`config.mk`:
```
export PLATFORM = sky130hd
export DESIGN_NAME = datamem_arbiter_flat
export DESIGN_NICKNAME = d
export VERILOG_FILES = /design/src/rtl/cpu_pkg.sv /design/src/rtl/datamem_arbiter_if.sv /design/src/rtl/arb_wait_counter.sv /design/src/rtl/datamem_arbiter.sv /design/src/flat_wrapper.sv
export SDC_FILE = /design/constraint.sdc
export NUM_CORES = 1
export LEC_CHECK = 0
export BUFFER_PORTS_ARGS = -buffer_cell sky130_fd_sc_hd__clkbuf_2
export CAP_MARGIN = 25
export CORE_ASPECT_RATIO = 1.4
export CORE_MARGIN = 5
export CORE_UTILIZATION = 33
export DETAILED_ROUTE_END_ITERATION = 8
export PLACE_DENSITY = 0.89
export SETUP_SLACK_MARGIN = 0.15
export SKIP_LAST_GASP = 1
export SYNTH_ARGS = -nofsm -noshare
export SYNTH_HDL_FRONTEND = slang
export SYNTH_SLANG_ARGS = --single-unit
```
`constraint.sdc`:
```
create_clock -name clk -period 2 [get_ports clk]
set_clock_uncertainty 0.2 [all_clocks]
set_input_delay 0.4 -clock clk [delete_from_list [all_inputs] [get_ports clk]]
set_output_delay 0.4 -clock clk [all_outputs]
set_load 0.02 [all_outputs]
```
`src/rtl/cpu_pkg.sv`:
```
// Shared types and widths for the data-memory arbiter and its requesters.
package cpu_pkg;

    localparam int unsigned ADDR_W = 7;
    localparam int unsigned DATA_W = 32;
    localparam int unsigned LANES  = DATA_W / 8;

    typedef enum logic {
        OWN_CPU = 1'b0,
        OWN_EXT = 1'b1
    } owner_e;

    typedef struct packed {
        logic [LANES-1:0]  we;
        logic [LANES-1:0]  re;
        logic [ADDR_W-1:0] addr;
        logic [DATA_W-1:0] wdata;
    } mem_req_t;

endpackage

```
`src/rtl/datamem_arbiter_if.sv`:
```
// Bundles the CPU, external-port and datamem signals seen by the arbiter.
interface datamem_arbiter_if;
    import cpu_pkg::*;

    logic              cpu_req;
    logic [LANES-1:0]  cpu_we;
    logic [LANES-1:0]  cpu_re;
    logic [ADDR_W-1:0] cpu_addr;
    logic [DATA_W-1:0] cpu_wdata;
    logic [DATA_W-1:0] cpu_rdata;
    logic              cpu_stall;

    logic              ext_req;
    logic              ext_lock;
    logic [LANES-1:0]  ext_we;
    logic [ADDR_W-1:0] ext_addr;
    logic [DATA_W-1:0] ext_wdata;
    logic              ext_gnt;
    logic              ext_rvalid;
    logic [DATA_W-1:0] ext_rdata;

    logic [ADDR_W-1:0] mem_addr;
    logic [LANES-1:0]  mem_we;
    logic [LANES-1:0]  mem_re;
    logic [DATA_W-1:0] mem_wdata;
    logic [DATA_W-1:0] mem_rdata;

    modport slave (
        input  cpu_req, cpu_we, cpu_re, cpu_addr, cpu_wdata,
        output cpu_rdata, cpu_stall,
        input  ext_req, ext_lock, ext_we, ext_addr, ext_wdata,
        output ext_gnt, ext_rvalid, ext_rdata,
        output mem_addr, mem_we, mem_re, mem_wdata,
        input  mem_rdata
    );

    modport master (
        output cpu_req, cpu_we, cpu_re, cpu_addr, cpu_wdata,
        input  cpu_rdata, cpu_stall,
        output ext_req, ext_lock, ext_we, ext_addr, ext_wdata,
        input  ext_gnt, ext_rvalid, ext_rdata,
        input  mem_addr, mem_we, mem_re, mem_wdata,
        output mem_rdata
    );

endinterface

```
`src/rtl/arb_wait_counter.sv`:
```
// Saturating up-counter with clear; sat_o flags the count sitting at MAX.
module arb_wait_counter #(
    parameter int unsigned MAX = 4
) (
    input  logic clk,
    input  logic reset,
    input  logic inc_i,
    input  logic clr_i,
    output logic sat_o
);

    localparam int unsigned CNT_W = (MAX > 1) ? $clog2(MAX + 1) : 1;
    localparam logic [CNT_W-1:0] CNT_MAX = CNT_W'(MAX);

    logic [CNT_W-1:0] cnt_q;
    logic [CNT_W-1:0] cnt_d;
    logic [CNT_W-1:0] base;

    // A clear and an increment in the same cycle restart the count at one.
    always_comb begin
        base  = clr_i ? '0 : cnt_q;
        cnt_d = base;
        if (inc_i && (base != CNT_MAX)) begin
            cnt_d = base + CNT_W'(1);
        end
    end

    always_ff @(posedge clk) begin
        if (reset) begin
            cnt_q <= '0;
        end else begin
            cnt_q <= cnt_d;
        end
    end

    assign sat_o = (cnt_q == CNT_MAX);

endmodule

```
`src/rtl/datamem_arbiter.sv`:
```
// Shares the data memory between the CPU MEM stage (priority) and an
// external loader port with starvation protection and locked bursts.
module datamem_arbiter
    import cpu_pkg::*;
#(
    parameter int unsigned MAX_WAIT  = 4,
    parameter int unsigned MAX_BURST = 8
) (
    input  logic clk,
    input  logic reset,
    datamem_arbiter_if.slave bus
);

    localparam bit BURST_EN = (MAX_BURST > 32'd1);

    owner_e   state_q;
    owner_e   state_d;
    logic     ext_grant;
    logic     cpu_grant;
    logic     wait_sat;
    logic     burst_sat;
    logic     ext_rd;
    logic     ext_rvalid_q;
    logic [DATA_W-1:0] ext_rdata_q;
    mem_req_t cpu_r;
    mem_req_t ext_r;
    mem_req_t mem_r;

    always_comb begin
        cpu_r.we    = bus.cpu_we;
        cpu_r.re    = bus.cpu_re;
        cpu_r.addr  = bus.cpu_addr;
        cpu_r.wdata = bus.cpu_wdata;
        ext_r.we    = bus.ext_we;
        ext_r.re    = (bus.ext_we == '0) ? '1 : '0;
        ext_r.addr  = bus.ext_addr;
        ext_r.wdata = bus.ext_wdata;
    end

    // Grant decision, ownership transitions and memory-side mux.
    always_comb begin
        state_d   = state_q;
        ext_grant = 1'b0;
        cpu_grant = 1'b0;
        mem_r     = '0;
        unique case (state_q)
            OWN_CPU: begin
                if (bus.ext_req && (!bus.cpu_req || wait_sat)) begin
                    ext_grant = 1'b1;
                end else begin
                    cpu_grant = bus.cpu_req;
                end
                if (ext_grant && bus.ext_lock && BURST_EN) begin
                    state_d = OWN_EXT;
                end
            end
            OWN_EXT: begin
                ext_grant = bus.ext_req;
                if (!bus.ext_req || !bus.ext_lock || burst_sat) begin
                    state_d = OWN_CPU;
                end
            end
            default: state_d = OWN_CPU;
        endcase
        if (reset) begin
            ext_grant = 1'b0;
        end
        if (ext_grant) begin
            mem_r = ext_r;
        end else if (cpu_grant) begin
            mem_r = cpu_r;
        end
        if (reset) begin
            mem_r.we = '0;
        end
    end

    arb_wait_counter #(.MAX(MAX_WAIT)) u_wait_cnt (
        .clk   (clk),
        .reset (reset),
        .inc_i (bus.ext_req && !ext_grant),
        .clr_i (ext_grant || !bus.ext_req),
        .sat_o (wait_sat)
    );

    // Saturates on the last permitted cycle of a burst; the entry grant counts.
    arb_wait_counter #(.MAX(MAX_BURST - 1)) u_burst_cnt (
        .clk   (clk),
        .reset (reset),
        .inc_i (ext_grant),
        .clr_i (state_q == OWN_CPU),
        .sat_o (burst_sat)
    );

    assign ext_rd = ext_grant && (bus.ext_we == '0);

    always_ff @(posedge clk) begin
        if (reset) begin
            state_q      <= OWN_CPU;
            ext_rvalid_q <= 1'b0;
            ext_rdata_q  <= '0;
        end else begin
            state_q      <= state_d;
            ext_rvalid_q <= ext_rd;
            if (ext_rd) begin
                ext_rdata_q <= bus.mem_rdata;
            end
        end
    end

    assign bus.mem_addr   = mem_r.addr;
    assign bus.mem_we     = mem_r.we;
    assign bus.mem_re     = mem_r.re;
    assign bus.mem_wdata  = mem_r.wdata;
    assign bus.cpu_stall  = bus.cpu_req && !cpu_grant;
    assign bus.cpu_rdata  = cpu_grant ? bus.mem_rdata : '0;
    assign bus.ext_gnt    = ext_grant;
    assign bus.ext_rvalid = ext_rvalid_q;
    assign bus.ext_rdata  = ext_rdata_q;

endmodule

```
`src/flat_wrapper.sv`:
```
// flat-port wrapper written by rule: the top's interface ports become plain ports
module datamem_arbiter_flat import cpu_pkg::*;
#(
    parameter int unsigned MAX_WAIT  = 4,
    parameter int unsigned MAX_BURST = 8
)
  (clk, reset, bus_cpu_req, bus_cpu_we, bus_cpu_re, bus_cpu_addr, bus_cpu_wdata, bus_cpu_rdata, bus_cpu_stall, bus_ext_req, bus_ext_lock, bus_ext_we, bus_ext_addr, bus_ext_wdata, bus_ext_gnt, bus_ext_rvalid, bus_ext_rdata, bus_mem_addr, bus_mem_we, bus_mem_re, bus_mem_wdata, bus_mem_rdata);
  datamem_arbiter_if bus_i ();
  input  logic clk;
  input  logic reset;
  input wire logic [$bits(bus_i.cpu_req)-1:0] bus_cpu_req;
  input wire logic [$bits(bus_i.cpu_we)-1:0] bus_cpu_we;
  input wire logic [$bits(bus_i.cpu_re)-1:0] bus_cpu_re;
  input wire logic [$bits(bus_i.cpu_addr)-1:0] bus_cpu_addr;
  input wire logic [$bits(bus_i.cpu_wdata)-1:0] bus_cpu_wdata;
  output wire logic [$bits(bus_i.cpu_rdata)-1:0] bus_cpu_rdata;
  output wire logic [$bits(bus_i.cpu_stall)-1:0] bus_cpu_stall;
  input wire logic [$bits(bus_i.ext_req)-1:0] bus_ext_req;
  input wire logic [$bits(bus_i.ext_lock)-1:0] bus_ext_lock;
  input wire logic [$bits(bus_i.ext_we)-1:0] bus_ext_we;
  input wire logic [$bits(bus_i.ext_addr)-1:0] bus_ext_addr;
  input wire logic [$bits(bus_i.ext_wdata)-1:0] bus_ext_wdata;
  output wire logic [$bits(bus_i.ext_gnt)-1:0] bus_ext_gnt;
  output wire logic [$bits(bus_i.ext_rvalid)-1:0] bus_ext_rvalid;
  output wire logic [$bits(bus_i.ext_rdata)-1:0] bus_ext_rdata;
  output wire logic [$bits(bus_i.mem_addr)-1:0] bus_mem_addr;
  output wire logic [$bits(bus_i.mem_we)-1:0] bus_mem_we;
  output wire logic [$bits(bus_i.mem_re)-1:0] bus_mem_re;
  output wire logic [$bits(bus_i.mem_wdata)-1:0] bus_mem_wdata;
  input wire logic [$bits(bus_i.mem_rdata)-1:0] bus_mem_rdata;
  assign bus_i.cpu_req = bus_cpu_req;
  assign bus_i.cpu_we = bus_cpu_we;
  assign bus_i.cpu_re = bus_cpu_re;
  assign bus_i.cpu_addr = bus_cpu_addr;
  assign bus_i.cpu_wdata = bus_cpu_wdata;
  assign bus_cpu_rdata = bus_i.cpu_rdata;
  assign bus_cpu_stall = bus_i.cpu_stall;
  assign bus_i.ext_req = bus_ext_req;
  assign bus_i.ext_lock = bus_ext_lock;
  assign bus_i.ext_we = bus_ext_we;
  assign bus_i.ext_addr = bus_ext_addr;
  assign bus_i.ext_wdata = bus_ext_wdata;
  assign bus_ext_gnt = bus_i.ext_gnt;
  assign bus_ext_rvalid = bus_i.ext_rvalid;
  assign bus_ext_rdata = bus_i.ext_rdata;
  assign bus_mem_addr = bus_i.mem_addr;
  assign bus_mem_we = bus_i.mem_we;
  assign bus_mem_re = bus_i.mem_re;
  assign bus_mem_wdata = bus_i.mem_wdata;
  assign bus_i.mem_rdata = bus_mem_rdata;
  datamem_arbiter #(.MAX_WAIT(MAX_WAIT), .MAX_BURST(MAX_BURST)) u_core (.clk(clk), .reset(reset), .bus(bus_i));
endmodule
```
### After elaboration in Yosys (flattened, before gate mapping)

Index checks and enable logic that the tools add are counted.

| word-level totals | value |
|---|---|
| register bits | 40 |
| input port bits | 127 |
| word-level logic and storage cells | 47 |

| cells by class | value |
|---|---|
| $add $sub $neg | 2 |
| eq/ne operators | 4 |
| mux-type cells | 18 |
| bitwise operators | 1 |
| reduce and logical (&&, ||, !) cells | 17 |

Operators with widths:

| operator | number |
|---|---|
| $mux W47 | 2 |
| $mux W32 | 1 |
| $mux W3 | 4 |
| $mux W4 | 2 |
| $logic_and A1 B1 Y1 | 7 |
| $mux W1 | 7 |
| $add A3 B1 Y3 const B | 2 |
| $eq A3 B3 Y1 const B | 2 |
| $ne A3 B3 Y1 const B | 2 |
| $logic_not A1 Y1 | 5 |
| $logic_not A4 Y1 | 1 |
| $logic_or A1 B1 Y1 | 4 |
| $pmux W1 S2 | 2 |
| $not A1 Y1 | 1 |

### Longest topological paths before layout

| logic depth | value |
|---|---|
| word-level depth | 12 |
| gate-level depth with buffers | 7 |
| depth with buffers taken out | 6 |

### By module

Synthesis repeated with hierarchy kept, for this count alone.

| second synthesis, totals | value |
|---|---|
| cell total of the unflattened synthesis | 263 |
| area total of the unflattened synthesis | 2434.8 um2 |

By module, submodules not included:

| module | times used | cells each | area an instance (um2) |
|---|---|---|---|
| datamem_arbiter | 1 | 228 | 2100.8 |
| arb_wait_counter (u_core.u_burst_cnt) | 1 | 16 | 168.9 |
| arb_wait_counter (u_core.u_wait_cnt) | 1 | 19 | 165.2 |

### Least setup slack after synthesis

OpenSTA, ideal clock, no wires.

| path | value |
|---|---|
| kind | register -> output |
| from | register u_core.u_wait_cnt.cnt_q[1] |
| to | output port bus_mem_addr[0] |
| arrival | 1.629 ns |
| data required time | 1.400 ns |
| slack | -0.229 ns |
| cell stages (with the launch flop) | 6 |
| buffers on the path | 2 |
| path through | dfxtp_1 -> or3b_1 -> buf_2 -> a211oi_2 -> buf_2 -> a22o_1 |

| between the ends | value |
|---|---|
| cells in the longest elaborated chain, start to end | 8 |

RTL lines:

| what | line | RTL |
|---|---|---|
| start: declaration | arb_wait_counter.sv:15 | `logic [CNT_W-1:0] cnt_q;` |
| start signal: assignment | arb_wait_counter.sv:32 | `cnt_q <= cnt_d;` |
| $eq A3 B3 Y1 | arb_wait_counter.sv:36 | `assign sat_o = (cnt_q == CNT_MAX);` |
| $logic_or A1 B1 Y1 | datamem_arbiter.sv:48 | `if (bus.ext_req && (!bus.cpu_req \|\| wait_sat)) begin` |
| $logic_and A1 B1 Y1 | datamem_arbiter.sv:48 |  |
| $mux W1 | datamem_arbiter.sv:48 |  |
| $mux W1 | datamem_arbiter.sv:46 | `unique case (state_q)` |
| $pmux W1 S2 | datamem_arbiter.sv:46 |  |
| $mux W1 | datamem_arbiter.sv:65 | `if (reset) begin` |
| net bus_ext_gnt | flat_wrapper.sv:23 | `output wire logic [$bits(bus_i.ext_gnt)-1:0] bus_ext_gnt;` |
| $mux W47 | datamem_arbiter.sv:68 | `if (ext_grant) begin` |
| end: declaration | flat_wrapper.sv:26 | `output wire logic [$bits(bus_i.mem_addr)-1:0] bus_mem_addr;` |

The timed path passes the listed nets, and every way through them passes these cells. The select of a mux whose other input is x is not followed.

### Worst setup path in the final report

| path | value |
|---|---|
| from | register u_core.u_wait_cnt.cnt_q[2] |
| to | output port bus_mem_addr[6] |

| between the ends | value |
|---|---|
| cells in the longest elaborated chain, start to end | 8 |

RTL lines:

| what | line |
|---|---|
| $eq A3 B3 Y1 (*) | arb_wait_counter.sv:36 |
| $logic_or A1 B1 Y1 (*) | datamem_arbiter.sv:48 |
| $logic_and A1 B1 Y1 (*) | datamem_arbiter.sv:48 |
| $mux W1 | datamem_arbiter.sv:48 |
| $mux W1 | datamem_arbiter.sv:46 |
| $pmux W1 S2 | datamem_arbiter.sv:46 |
| $mux W1 | datamem_arbiter.sv:65 |
| $mux W47 (*) | datamem_arbiter.sv:68 |

Every way passes the cells marked *; elsewhere a longest branch is shown, timed or not. The select of a mux whose other input is x is not followed.

==> metrics.log <==
[metrics] Max transition margin: between 70% and 80%
[metrics] Congestion Overflow GR: 0
[metrics] total DRC errors in the routed layout: 0
[metrics] ratio of total power to cell area: 470 nW/µm²
[metrics] count of nets after finishing: just under 700
[metrics] violated checks: negative setup slack
[metrics] Final Core Density: 70.3%
[metrics] type of destination of the critical path: output pin
[metrics] WP data arrival: between 1.5 and 2 ns
[metrics] sequential share of power: between 30% and 40%
[metrics] count of antenna diodes in the layout: 0
[metrics] Clock Root Buffer: sky130_fd_sc_hd__clkbuf_8
[metrics] slew at the pin closest to its max-slew limit: 0.395 ns
[metrics] FF+latch count, synth: 40
[metrics] signed area change from the synthesized netlist to the final layout: 109%
[metrics] fraction of final layout cells with drive strength greater than 1: 68.9%
[metrics] number of design-rule violations left by the first detailed-router iteration: 119
[metrics] Crit path required time: 1.40 ns
[metrics] Detail Placement HPWL: 9.05 mm
[metrics] cell count after synthesis: 293
[metrics] global router's overall resource usage: between 20% and 30%
[metrics] cell family with the largest share of critical-path delay: compound AO/OA/AOI/OAI gates
[metrics] proportion of synthesized chip area in sequential cells: 32.5%
[metrics] Final setup violation count: 113
[metrics] Syn. warnings: 0
[metrics] top-level port count: 241
[metrics] 1st-pass router iterations: 4
[metrics] Row Count: 37
[metrics] TritonCTS clock tree: yes
[metrics] min Tclk post-route: 2.56 ns
[metrics] achievable frequency: 0.390 GHz
[metrics] pin count of the biggest net entering global routing: 43
[metrics] commonest cells after routing, fill and taps aside: 205 x sky130_fd_sc_hd__clkbuf_2, 69 x sky130_fd_sc_hd__nand2_1, 39 x sky130_fd_sc_hd__a22o_4
[metrics] initial antenna violation count: 0
[metrics] run status: finished, violations left
[metrics] Routability Congestion: between 0.8 and 0.9
[metrics] sinks on the clock net: 40
[metrics] die boundary width: 83.0 µm
[metrics] worst vdd ir: slightly below 300 µV
[metrics] Wirelength per Cell: 19.2 µm
[metrics] vias in the first global route: ~3600
[metrics] critical path buffer and inverter count: 3
[metrics] synthesized netlist net count: 423
[metrics] clock buffer depth: 2
[metrics] worst setup path category: reg2out
[metrics] Post-Place Setup Slack: -0.282 ns
[metrics] CP Launch Type: flip-flop
[metrics] clock power share: ~28%
[metrics] placeable core region: approximately 7300 µm²
[metrics] net switching fraction of the power: between 30% and 40%
[metrics] via/cell ratio: about 5
[metrics] Final Slew Violations: 0
[metrics] Internal Pwr Total: 1650 µW
[metrics] hold violation total from the final report: 0
[metrics] fin worst setup slack: -0.563 ns
[metrics] synth unique cells: 36
[metrics] Die Ht: 112 µm
[metrics] final cycle utilization of the critical path: 128%
[metrics] switching power total: ~770 µW
[metrics] unrepaired setup endpoints after global routing: true
[metrics] number of nets with antenna violations after routing: 0
[metrics] Netlist Area Pre-Place: about 2500 µm²
[metrics] cell type of the slowest stage on the worst timing path: sky130_fd_sc_hd__or3b_4
[metrics] latest clock arrival within the worst-skew pair: 0.30 ns
[metrics] maximum level of the CTS H-tree: 2
[metrics] commonest non-fill, non-tap cell in the layout: sky130_fd_sc_hd__clkbuf_2
[metrics] post-detailed-routing wire length: 12.6 mm
[metrics] effective utilization at floorplan: 33.7%
[metrics] wire length of the first global-routing pass: 18.9 mm
[metrics] Crit Path Max Fanout: 8
[metrics] number of buffers inserted by port buffering: 240
[metrics] Die Area: 9320 µm²
[metrics] Maximum Capacitance Violations: 0
[metrics] worst min path class: in2reg
[metrics] average instance area after synthesis: 8.41 µm²
[metrics] routed vias: 3308
[metrics] number of CTS-inserted buffers: 5
[metrics] clock transition at the registers of the reported paths: approximately 0.080 ns
[metrics] longest individual stage delay on the worst path: ~0.41 ns
[metrics] cell-by-cell listing of the critical path: or3b_4, a211oi_4, buf_6, buf_16, a22o_4, buf_8
[metrics] WHS: around 0.12 ns
[metrics] setup TNS: -42.55 ns
[metrics] part of the total power dissipated in combinational logic: 38.8%
[metrics] leakage power: 0.00260 µW
-- cells in the mapped netlist --
cell	n	share of area, %
sky130_fd_sc_hd__nand2_1	69	11
sky130_fd_sc_hd__dfxtp_1	40	32
sky130_fd_sc_hd__a22o_1	39	14
sky130_fd_sc_hd__and2_1	35	8.9
sky130_fd_sc_hd__mux2i_1	33	13
sky130_fd_sc_hd__clkbuf_1	16	2.4
sky130_fd_sc_hd__buf_2	6	1.2
sky130_fd_sc_hd__nor2b_1	6	1.5
sky130_fd_sc_hd__a21o_1	4	1.2
sky130_fd_sc_hd__a21oi_1	4	0.81
sky130_fd_sc_hd__a2bb2o_1	4	1.6
sky130_fd_sc_hd__buf_6	3	1.4
sky130_fd_sc_hd__ha_1	3	1.5
sky130_fd_sc_hd__inv_1	3	0.46
sky130_fd_sc_hd__nand2b_1	3	0.76
sky130_fd_sc_hd__nand4_1	2	0.51
sky130_fd_sc_hd__nor3_1	2	0.41
sky130_fd_sc_hd__o211ai_1	2	0.61
sky130_fd_sc_hd__o41ai_1	2	0.71
sky130_fd_sc_hd__a2111oi_0	1	0.36
sky130_fd_sc_hd__a211oi_1	1	0.30
sky130_fd_sc_hd__a211oi_2	1	0.51
sky130_fd_sc_hd__a211oi_4	1	0.81
sky130_fd_sc_hd__a41o_1	1	0.41
sky130_fd_sc_hd__and3_1	1	0.25
sky130_fd_sc_hd__and4b_1	1	0.41
sky130_fd_sc_hd__buf_1	1	0.15
sky130_fd_sc_hd__inv_2	1	0.15
sky130_fd_sc_hd__nand3_1	1	0.20
sky130_fd_sc_hd__nor2_1	1	0.15
sky130_fd_sc_hd__nor3b_1	1	0.30
sky130_fd_sc_hd__o21ai_0	1	0.20
sky130_fd_sc_hd__or3b_1	1	0.36
sky130_fd_sc_hd__or4_1	1	0.30
sky130_fd_sc_hd__or4_4	1	0.46
sky130_fd_sc_hd__xnor2_1	1	0.36
-- final timing paths --
kind | start | endpoint | slack (ns) | cells past startpoint
setup / recovery | u_core.u_wait_cnt.cnt_q[2] | bus_mem_addr[6] | -0.56 | 6
hold / removal | bus_ext_lock | u_core.state_q | 0.12 | 2
setup reg to reg | u_core.u_wait_cnt.cnt_q[2] | u_core.bus.ext_rdata[20] | -0.23 | 9
hold reg to reg | u_core.bus.ext_rdata[3] | u_core.bus.ext_rdata[3] | 0.26 | 2
-- power by group through the flow --
stage                     registers [µW]  clock network (µW)  logic, µW
after global placement               827                   0        763
final                                809                 671        939
after CTS                            809                 684        887
after detailed placement             828                   0        776
after floorplan                      834                   0        436
after global routing                 810                 726        991
-- sequential cells by signal, indices dropped and copies added (netlist names) --
register and count:
u_core.u_wait_cnt.cnt_q 3, u_core.state_q 1, u_core.bus.ext_rdata 32, u_core.u_burst_cnt.cnt_q 3, u_core.bus.ext_rvalid 1
-- worst register-to-register path: stages, from the launching register on --
cell                       delay (ns)
sky130_fd_sc_hd__dfxtp_2         0.34
sky130_fd_sc_hd__or3b_4          0.41
sky130_fd_sc_hd__buf_6           0.13
sky130_fd_sc_hd__buf_6           0.11
sky130_fd_sc_hd__buf_6           0.12
sky130_fd_sc_hd__a211oi_4        0.27
sky130_fd_sc_hd__buf_6           0.17
sky130_fd_sc_hd__buf_12          0.10
sky130_fd_sc_hd__buf_16          0.13
sky130_fd_sc_hd__mux2i_1         0.18
-- per-stage QoR --
| step | cell area [µm²] | std cells | total power, µW |
|---|---|---|---|
| 6_report | 5140 | 657 | 2420 |
| 5_1_grt | 5140 | 657 | 2530 |
| 4_1_cts | 5000 | 655 | 2380 |
| 3_5_place_dp | 4340 | 633 | 1600 |
| 3_3_place_gp | 4340 | 633 | 1590 |
| 2_1_floorplan | 2910 | 293 | 1270 |
-- layer usage --
layer | track usage [%] | up-vias | part of all wire [%]
li1 | - | 1562 | -
met1 | 25.9 | 1542 | 35
met2 | 48.2 | 180 | 54
met3 | 7.56 | 24 | 8.2
met4 | 9.49 | 0 | 2.7
met5 | 0 | - | 0
-- timing repair --
action                     in CTS  in global routing
hold buffers                    0                  0
pin swaps                       4                  7
buffers inserted                8                  2
gates resized for setup        85                 54
setup endpoints to repair     117                119
cloned                          6                  0
-- cells by family (layout without fill, tap and decap cells) --
kind of cell | Yosys count | count (layout) | synth area share (%)
xor+xnor | 1 | 1 | 0.355
compound gates | 61 | 61 | 21.4
buf+inv | 30 | 297 | 5.79
simple gates | 125 | 125 | 25.0
fa+ha+maj | 3 | 3 | 1.52
flops | 40 | 40 | 32.5
mux | 33 | 33 | 13.4
-- cell type report --
class	count	area [µm²]
clock buffers	6	72.6
clock inverters	2	35.0
repair buffers	285	2070
inverters	4	15.0
flip-flops and latches	40	808
fillers	527	2170
multi-input cells	223	2020
well taps	97	121
(Power assumes the default switching activity.)
